**config.mk**
```make
export PLATFORM = sky130hd
export DESIGN_NAME = controlador_memoria
export DESIGN_NICKNAME = d
export VERILOG_FILES = /design/src/rtl/memctl_pkg.sv /design/src/rtl/memctl_arbiter.sv /design/src/rtl/controlador_memoria.sv
export SDC_FILE = /design/constraint.sdc
export NUM_CORES = 1
export LEC_CHECK = 0
export CAP_MARGIN = 20
export CORE_AREA = 2 2 212 214
export DETAILED_ROUTE_END_ITERATION = 8
export DIE_AREA = 0 0 214 216
export HOLD_SLACK_MARGIN = 0.06
export SYNTH_ARGS = -nofsm -noshare
export SYNTH_HDL_FRONTEND = slang
export SYNTH_SLANG_ARGS = --single-unit
```
**constraint.sdc**
```tcl
create_clock -name clk -period 4.9 [get_ports clk]
set_input_delay 0.98 -clock clk [delete_from_list [all_inputs] [get_ports clk]]
set_output_delay 0.98 -clock clk [all_outputs]
set_load 0.1 [all_outputs]
```
**src/rtl/memctl_pkg.sv**
```systemverilog
// Shared widths, grant encoding and bus payload for the board-RAM controller.
package memctl_pkg;

    localparam int unsigned DATA_W = 64;
    localparam int unsigned ADDR_W = 5;

    typedef enum logic [1:0] {
        G_VGA = 2'd0,
        G_VAL = 2'd1,
        G_COL = 2'd2,
        G_PON = 2'd3
    } grant_t;

    typedef struct packed {
        logic [ADDR_W-1:0] addr;
        logic [DATA_W-1:0] data;
        logic              wren_p1;
        logic              wren_p2;
    } bus_t;

endpackage

```
**src/rtl/memctl_arbiter.sv**
```systemverilog
// Fixed-priority grant (VAL > COL > PON > VGA) and the shared RAM bus mux.
module memctl_arbiter
    import memctl_pkg::*;
(
    input  logic              rst,
    input  logic              ready_val,
    input  logic              enable_val,
    input  logic              val_wrep1,
    input  logic              val_wrep2,
    input  logic              val_jogador,
    input  logic [ADDR_W-1:0] val_addr,
    input  logic [DATA_W-1:0] val_data,
    input  logic              ready_col,
    input  logic              col_wrep1,
    input  logic              col_wrep2,
    input  logic              col_jogador,
    input  logic [ADDR_W-1:0] col_addr,
    input  logic [DATA_W-1:0] col_data,
    input  logic              ready_pon,
    input  logic              pon_jogador,
    input  logic [ADDR_W-1:0] pon_addr,
    input  logic              vga_jogador,
    input  logic [ADDR_W-1:0] vga_addr,
    output grant_t            grant_c,
    output logic              jogador_c,
    output bus_t              bus_c
);

    // VGA owns the bus whenever nobody else asks for it
    always_comb begin
        grant_c = G_VGA;
        if (ready_val || enable_val) begin
            grant_c = G_VAL;
        end else if (ready_col) begin
            grant_c = G_COL;
        end else if (ready_pon) begin
            grant_c = G_PON;
        end
    end

    // Strobes of a master that does not hold the grant are simply dropped
    always_comb begin
        bus_c     = '0;
        jogador_c = vga_jogador;
        bus_c.addr = vga_addr;
        case (grant_c)
            G_VAL: begin
                bus_c.addr    = val_addr;
                bus_c.data    = val_data;
                bus_c.wren_p1 = val_wrep1;
                bus_c.wren_p2 = val_wrep2;
                jogador_c     = val_jogador;
            end
            G_COL: begin
                bus_c.addr    = col_addr;
                bus_c.data    = col_data;
                bus_c.wren_p1 = col_wrep1;
                bus_c.wren_p2 = col_wrep2;
                jogador_c     = col_jogador;
            end
            G_PON: begin
                bus_c.addr = pon_addr;
                jogador_c  = pon_jogador;
            end
            default: begin
                bus_c.addr = vga_addr;
                jogador_c  = vga_jogador;
            end
        endcase
        if (rst) begin
            bus_c = '0;
        end
    end

endmodule

```
**src/rtl/controlador_memoria.sv**
```systemverilog
// Shares two single-port player RAMs between four masters and routes read data
// back to whichever master held the bus when the address was presented.
module controlador_memoria
    import memctl_pkg::*;
(
    input  logic              clk,
    input  logic              resetGeral,
    input  logic [DATA_W-1:0] data_memoria_jogadorUm,
    input  logic [DATA_W-1:0] data_memoria_jogadorDois,
    input  logic              readyValidador,
    input  logic              enableValidador,
    input  logic              validador_wrep1,
    input  logic              validador_wrep2,
    input  logic              validadorJogador,
    input  logic [ADDR_W-1:0] validador_addr,
    input  logic [DATA_W-1:0] validador_data,
    input  logic              readyColisor,
    input  logic              colisor_wrep1,
    input  logic              colisor_wrep2,
    input  logic              jogadorColisor,
    input  logic [ADDR_W-1:0] colisor_addr,
    input  logic [DATA_W-1:0] colisor_data,
    input  logic              readyPontuacao,
    input  logic [ADDR_W-1:0] pontuacao_addr,
    input  logic              jogadorPontuacao,
    input  logic [ADDR_W-1:0] vga_readAddr,
    input  logic              jogadorVGA,
    output logic [DATA_W-1:0] dataReadValidador,
    output logic [DATA_W-1:0] dataReadColisor,
    output logic [DATA_W-1:0] dataReadVGA,
    output logic [DATA_W-1:0] data,
    output logic [ADDR_W-1:0] addr,
    output logic              wrenP1,
    output logic              wrenP2
);

    grant_t            grant_c;
    grant_t            grant_q;
    logic              jogador_c;
    logic              jogador_q;
    bus_t              bus_c;
    logic [DATA_W-1:0] read_word_c;

    memctl_arbiter u_arbiter (
        .rst         (resetGeral),
        .ready_val   (readyValidador),
        .enable_val  (enableValidador),
        .val_wrep1   (validador_wrep1),
        .val_wrep2   (validador_wrep2),
        .val_jogador (validadorJogador),
        .val_addr    (validador_addr),
        .val_data    (validador_data),
        .ready_col   (readyColisor),
        .col_wrep1   (colisor_wrep1),
        .col_wrep2   (colisor_wrep2),
        .col_jogador (jogadorColisor),
        .col_addr    (colisor_addr),
        .col_data    (colisor_data),
        .ready_pon   (readyPontuacao),
        .pon_jogador (jogadorPontuacao),
        .pon_addr    (pontuacao_addr),
        .vga_jogador (jogadorVGA),
        .vga_addr    (vga_readAddr),
        .grant_c     (grant_c),
        .jogador_c   (jogador_c),
        .bus_c       (bus_c)
    );

    // The RAM bus is combinational so the address reaches the RAM in the grant cycle
    assign addr   = bus_c.addr;
    assign data   = bus_c.data;
    assign wrenP1 = bus_c.wren_p1;
    assign wrenP2 = bus_c.wren_p2;

    assign read_word_c = jogador_q ? data_memoria_jogadorDois : data_memoria_jogadorUm;

    // Stage 1 remembers who asked and which board; stage 2 lands the RAM word
    always_ff @(posedge clk) begin
        if (resetGeral) begin
            grant_q           <= G_VGA;
            jogador_q         <= 1'b0;
            dataReadValidador <= '0;
            dataReadColisor   <= '0;
            dataReadVGA       <= '0;
        end else begin
            grant_q   <= grant_c;
            jogador_q <= jogador_c;
            case (grant_q)
                G_VAL:        dataReadValidador <= read_word_c;
                G_COL, G_PON: dataReadColisor   <= read_word_c;
                default:      dataReadVGA       <= read_word_c;
            endcase
        end
    end

endmodule

```
**Word level (Yosys, flattened, before mapping)**

Cells that the tools add are included.

- Multiply operators: 0
- Order comparisons: 0
- Divide/modulo/power cells: 0
- Bitwise operators: 0
- $add $sub $neg: 0
- Multiplexer cells: 8
- Reduce and logical (&&, ||, !) cells: 3
- Shift operators: 0
- Equality and inequality tests: 6

Operators by type and width:

| cell | count |
|---|---|
| $pmux 66 s2 | 1 |
| $mux 71 | 1 |
| $mux 64 | 1 |
| $pmux 5 s3 | 1 |
| $eq 2x2->1 const B | 4 |
| $mux 2 | 3 |
| $eq 2x1->1 const B | 2 |
| $pmux 1 s3 | 1 |
| $reduce_or 3->1 | 1 |
| $reduce_or 2->1 | 1 |
| $logic_or 1x1->1 | 1 |

- RAM bits: 0
- Output and inout port bits: 263
- Bits in latches: 0
- Bits in registers: 195
- Memories kept: 0
- Word-level logic and storage cells: 22
- Input bits: 290
- Memory bits (read-only): 0

**Depth between registers and ports, before layout**

- Depth after elaboration: 6
- Depth in mapped cells: 8
- Mapped depth without buffers: 6

**Cells and area by module**

A second synthesis with hierarchy kept.

- Cells, all modules: 1032
- Area total of the unflattened synthesis: 8624.5 um2

By module, submodules not included:

| module | area an instance (um2) | instances | seq. area each (um2) | cells each |
|---|---|---|---|---|
| controlador_memoria | 7499.7 | 1 | 3903.7 | 841 |
| memctl_arbiter | 1124.8 | 1 | 0.0 | 191 |

**Least setup slack after synthesis**

Ideal clock, no wire load.

- Path kind: in2out
- Start point: input port enableValidador
- End point: output port addr[2]
- Stages on the path: 7
- Path buffers: 2
- Data required time: 3.920 ns
- Arrival: 4.398 ns
- Path slack: -0.478 ns
- Cell sequence: nor2_1 a21boi_0 ha_1 buf_2 buf_2 a22oi_1 a221oi_1

- Longest elaborated chain between the ends: 5
- Elaborated cells between the ends (all ways): 7
- Classes of those cells: eq/ne: 3; mux: 3; reduce/logical: 1

RTL lines:

| element | RTL line | source |
|---|---|---|
| start, declared | controlador_memoria.sv:11 | `input logic enableValidador,` |
| $logic_or 1x1->1 * | memctl_arbiter.sv:32 | `if (ready_val \|\| enable_val) begin` |
| $mux 2 * | memctl_arbiter.sv:32 |  |
| $eq 2x2->1 or $eq 2x1->1 (tied branches) | memctl_arbiter.sv:46 | `case (grant_c)` |
| $pmux 5 s3 * | memctl_arbiter.sv:46 |  |
| $mux 71 * | memctl_arbiter.sv:70 | `if (rst) begin` |
| end, declared | controlador_memoria.sv:32 | `output logic [ADDR_W-1:0] addr,` |

Mark *: on every way between the ends. The rest lies on a longest branch, timed or not.

**Worst setup path after layout**

- Start point: input port readyColisor
- End point: output port data[20]

- Longest elaborated chain between the ends: 5
- Elaborated cells between the ends (all ways): 6
- Classes of those cells: eq/ne: 2; mux: 4

RTL lines:

| element | RTL line | source |
|---|---|---|
| start, declared | controlador_memoria.sv:17 | `input logic readyColisor,` |
| $mux 2 * | memctl_arbiter.sv:34 | `end else if (ready_col) begin` |
| $mux 2 * | memctl_arbiter.sv:32 |  |
| $eq 2x2->1 or $eq 2x1->1 (tied branches) | memctl_arbiter.sv:46 |  |
| $pmux 66 s2 * | memctl_arbiter.sv:46 |  |
| $mux 71 * | memctl_arbiter.sv:70 |  |
| end, declared | controlador_memoria.sv:31 | `output logic [DATA_W-1:0] data,` |

Marked as above.

==> flow_summary.ini <==
[drt]
drc = 0
vias = 9302
viasPerCell = 4.34
avgRoutedWirePerCell_um = 20.4
first_pass_iters = 5
postRouteAntennaNets = 0
drt-initial-drc-count = 623
wl_um = 43800

[worst_setup_path]
cp_top_family = buffers and inverters
path_class = primary input to output pin
reg2reg_from = grant_q[1]$_SDFF_PP0_
end_kind = output pin
path_cells = clkdlybuf4s50_1, o21ai_0, ha_2, buf_4, a22oi_1, nor2_1, buf_12
required_ns = 3.92
arrival_ns = 3.43
startpoint = readyColisor
crit_path_max_fanout = 29
start_kind = primary input
crit_slowest_cell = ha_2
critPathMaxStageDelay_ns = 0.71
cp_num_buf_inv = 3

[clocking]
ctsResizeCount = 0
cts_sinks = 195
post_cts_buffers = 0
hold_buffers = 0
cts_max_path_buffers = 2
cts-root-buf = clkbuf_16
htreeDepth = 4
insertion_delay_ns = 0.46
cts_buffers = 17
cts_tree = done
clk_pin_slew_ns = 0.07

[synthesis]
syn-num-nets = 1325
synth_ff_type = dfxtp_1
synth_cell_types = 21
yosysMostFrequentCell = nor2_1
synth-seq-area-share = 0.456
yosys-top-cells-area = dfxtp_1 46%, nor2_1 17%, mux2_2 8.4%
synth_edf_count = 0
avgSynthCellArea_um2 = 8.31
yosysTopAreaCell = dfxtp_1
ys_top_cells_by_count = 389 x nor2_1, 195 x dfxtp_1, 128 x nor3_1, 72 x a22oi_1
synth_top_area_frac = 0.456
synth_seq_cells = 195
yosysWarnings = 0
synthCells = 1031
async_reset_ff_frac = 0
syn-cell-area_um2 = 8560

[grt]
grt_pass1_wl_um = 63400
overflow = 0
grt_max_degree = 80
grt_usage = 0.185
grt_pass1_vias = 9443
antenna_found_initial = 8

[layout]
fill_cells = 4461
final_net_count = 1825
areaGrowthSynthToFinish_pct = 85.7
register_area_um2 = 3910
final_core_util = 0.363
drive_gt1_frac = 0.128
multi_input_area_um2 = 4230

[timing]
max_slew_margin = 0.246
finClkSkew_ns = 0.00977
hold_viol = 0
period_needed_ns = 4.41
slew_violations = 0
worst_slack_ns = 0.487
fmax_ghz = 0.227
rsz0062_at_grt = no
hold_slack_ns = 0.490
worst_pin_slew_ns = 1.13
tns_ns = 0
fin_crit_sh = 0.901
final-setup-viol-count = 0

[placement]
portBuffers = 552
dp_slack_ns = 0.349
gp_congestion = 0.924
dp_hpwl_um = 33700

[run_status]
status = completed

[floorplanning]
core_region_area_um2 = 43800
die_w_um = 214
die_h_um = 216
core.rowCount = 77
fp.dieArea_um2 = 46200
ios = 553
start_util = 0.195

[hold_path]
hold_start = dataReadValidador[7]$_SDFFE_PP0N_
hp-class = register to register

[pwr]
power_leakage_nw = 6.00
power_mw = 5.46
powerDensity_nw_per_um2 = 343
ir_drop_mv = 0.247

[run]
drv_cap = 0
metrics by stage:
stage               std cells  instance area (um^2)
floorplan                1031                  8580
global placement         2102                 15300
detailed placement       2102                 15300
CTS                      2134                 15800
global route             2143                 15900
finish                   2143                 15900
metal layers:
metal / vias to the layer above / track usage / part of all wire
met5: - / 0 / 0.00030
met4: 2 / 0.0716 / 0.026
met3: 43 / 0.0634 / 0.078
met2: 393 / 0.314 / 0.49
met1: 4390 / 0.214 / 0.40
li1: 4474 / - / -
flip-flops by register name (all words and copies together), names as in the netlist:
signal and cells:
dataReadColisor 64, dataReadVGA 64, dataReadValidador 64, grant_q 2
jogador_q 1
report_power, final:
| group | internal [mW] | leakage, nW | switching [mW] |
|---|---|---|---|
| combinational | 0.709 | 4.11 | 1.56 |
| sequential | 1.70 | 1.61 | 0.0887 |
| clock | 0.696 | 0.278 | 0.705 |
layout by cell type, fill, tap and decap left out:
| cell type | synthesis | routed |
|---|---|---|
| dfxtp_1 | 195 | 193 |
| clkdlybuf4s50_1 | 0 | 479 |
| inv_8 | 0 | 4 |
| a22oi_1 | 72 | 72 |
| inv_1 | 9 | 9 |
| inv_6 | 0 | 2 |
| clkbuf_16 | 0 | 17 |
| buf_12 | 0 | 73 |
| nor3_1 | 128 | 128 |
| a21oi_1 | 6 | 6 |
| a221oi_2 | 0 | 3 |
| nand2b_4 | 0 | 1 |
| ha_2 | 0 | 2 |
| clkinvlp_4 | 0 | 2 |
| clkinv_4 | 0 | 4 |
| buf_16 | 0 | 1 |
| dfxtp_4 | 0 | 2 |
| o21ai_0 | 1 | 1 |
| ha_1 | 4 | 2 |
| or2_4 | 0 | 1 |
| clkbuf_8 | 0 | 2 |
| nor2_4 | 0 | 1 |
| a21boi_0 | 1 | 1 |
| clkinv_2 | 0 | 1 |
| or2_2 | 2 | 1 |
| nor2b_4 | 0 | 1 |
| buf_4 | 9 | 14 |
| buf_6 | 6 | 1 |
| nor2_1 | 389 | 389 |
| diode_2 | 0 | 7 |
| mux2_2 | 64 | 64 |
| a221oi_1 | 6 | 3 |
| mux2i_1 | 64 | 64 |
path summary, 6_finish.rpt:
kind	slack (ns)	end	depth (start not counted)
setup / recovery	0.49	data[20]	7
hold / removal	0.49	dataReadValidador[7]$_SDFFE_PP0N_	2
setup reg to reg	2.48	dataReadVGA[38]$_SDFFE_PP0N_	3
hold reg to reg	0.49	dataReadValidador[7]$_SDFFE_PP0N_	2
logic make-up (layout without fill, tap and decap cells):
kind of cell / after synthesis / after routing / share of synthesized area
AND/OR/NAND/NOR: 522 / 522 / 0.249
flip-flops: 195 / 195 / 0.456
multiplexers: 128 / 128 / 0.159
buffers and inverters: 96 / 609 / 0.0561
AO/OA/AOI/OAI: 86 / 86 / 0.0742
adder cells (fa/ha/maj): 4 / 4 / 0.00584
other: 0 / 7 / 0
cell type report:
cell class | count | area share
Multi-Input combinational cell | 740 | 0.266
Inverter | 9 | 0.00212
Clock inverter | 13 | 0.00740
Timing Repair Buffer | 568 | 0.403
Clock buffer | 19 | 0.0285
Sequential cell | 195 | 0.246
Tap cell | 592 | 0.0466
Antenna cell | 7 | 0.00110
worst reg2reg max path, cell delays in order, from the launching register on:
cell and delay (ns):
dfxtp_4 0.96, or2_4 0.90, nor2_1 0.27, nor3_1 0.21
Note: power is estimated with default switching activity, not from simulation.
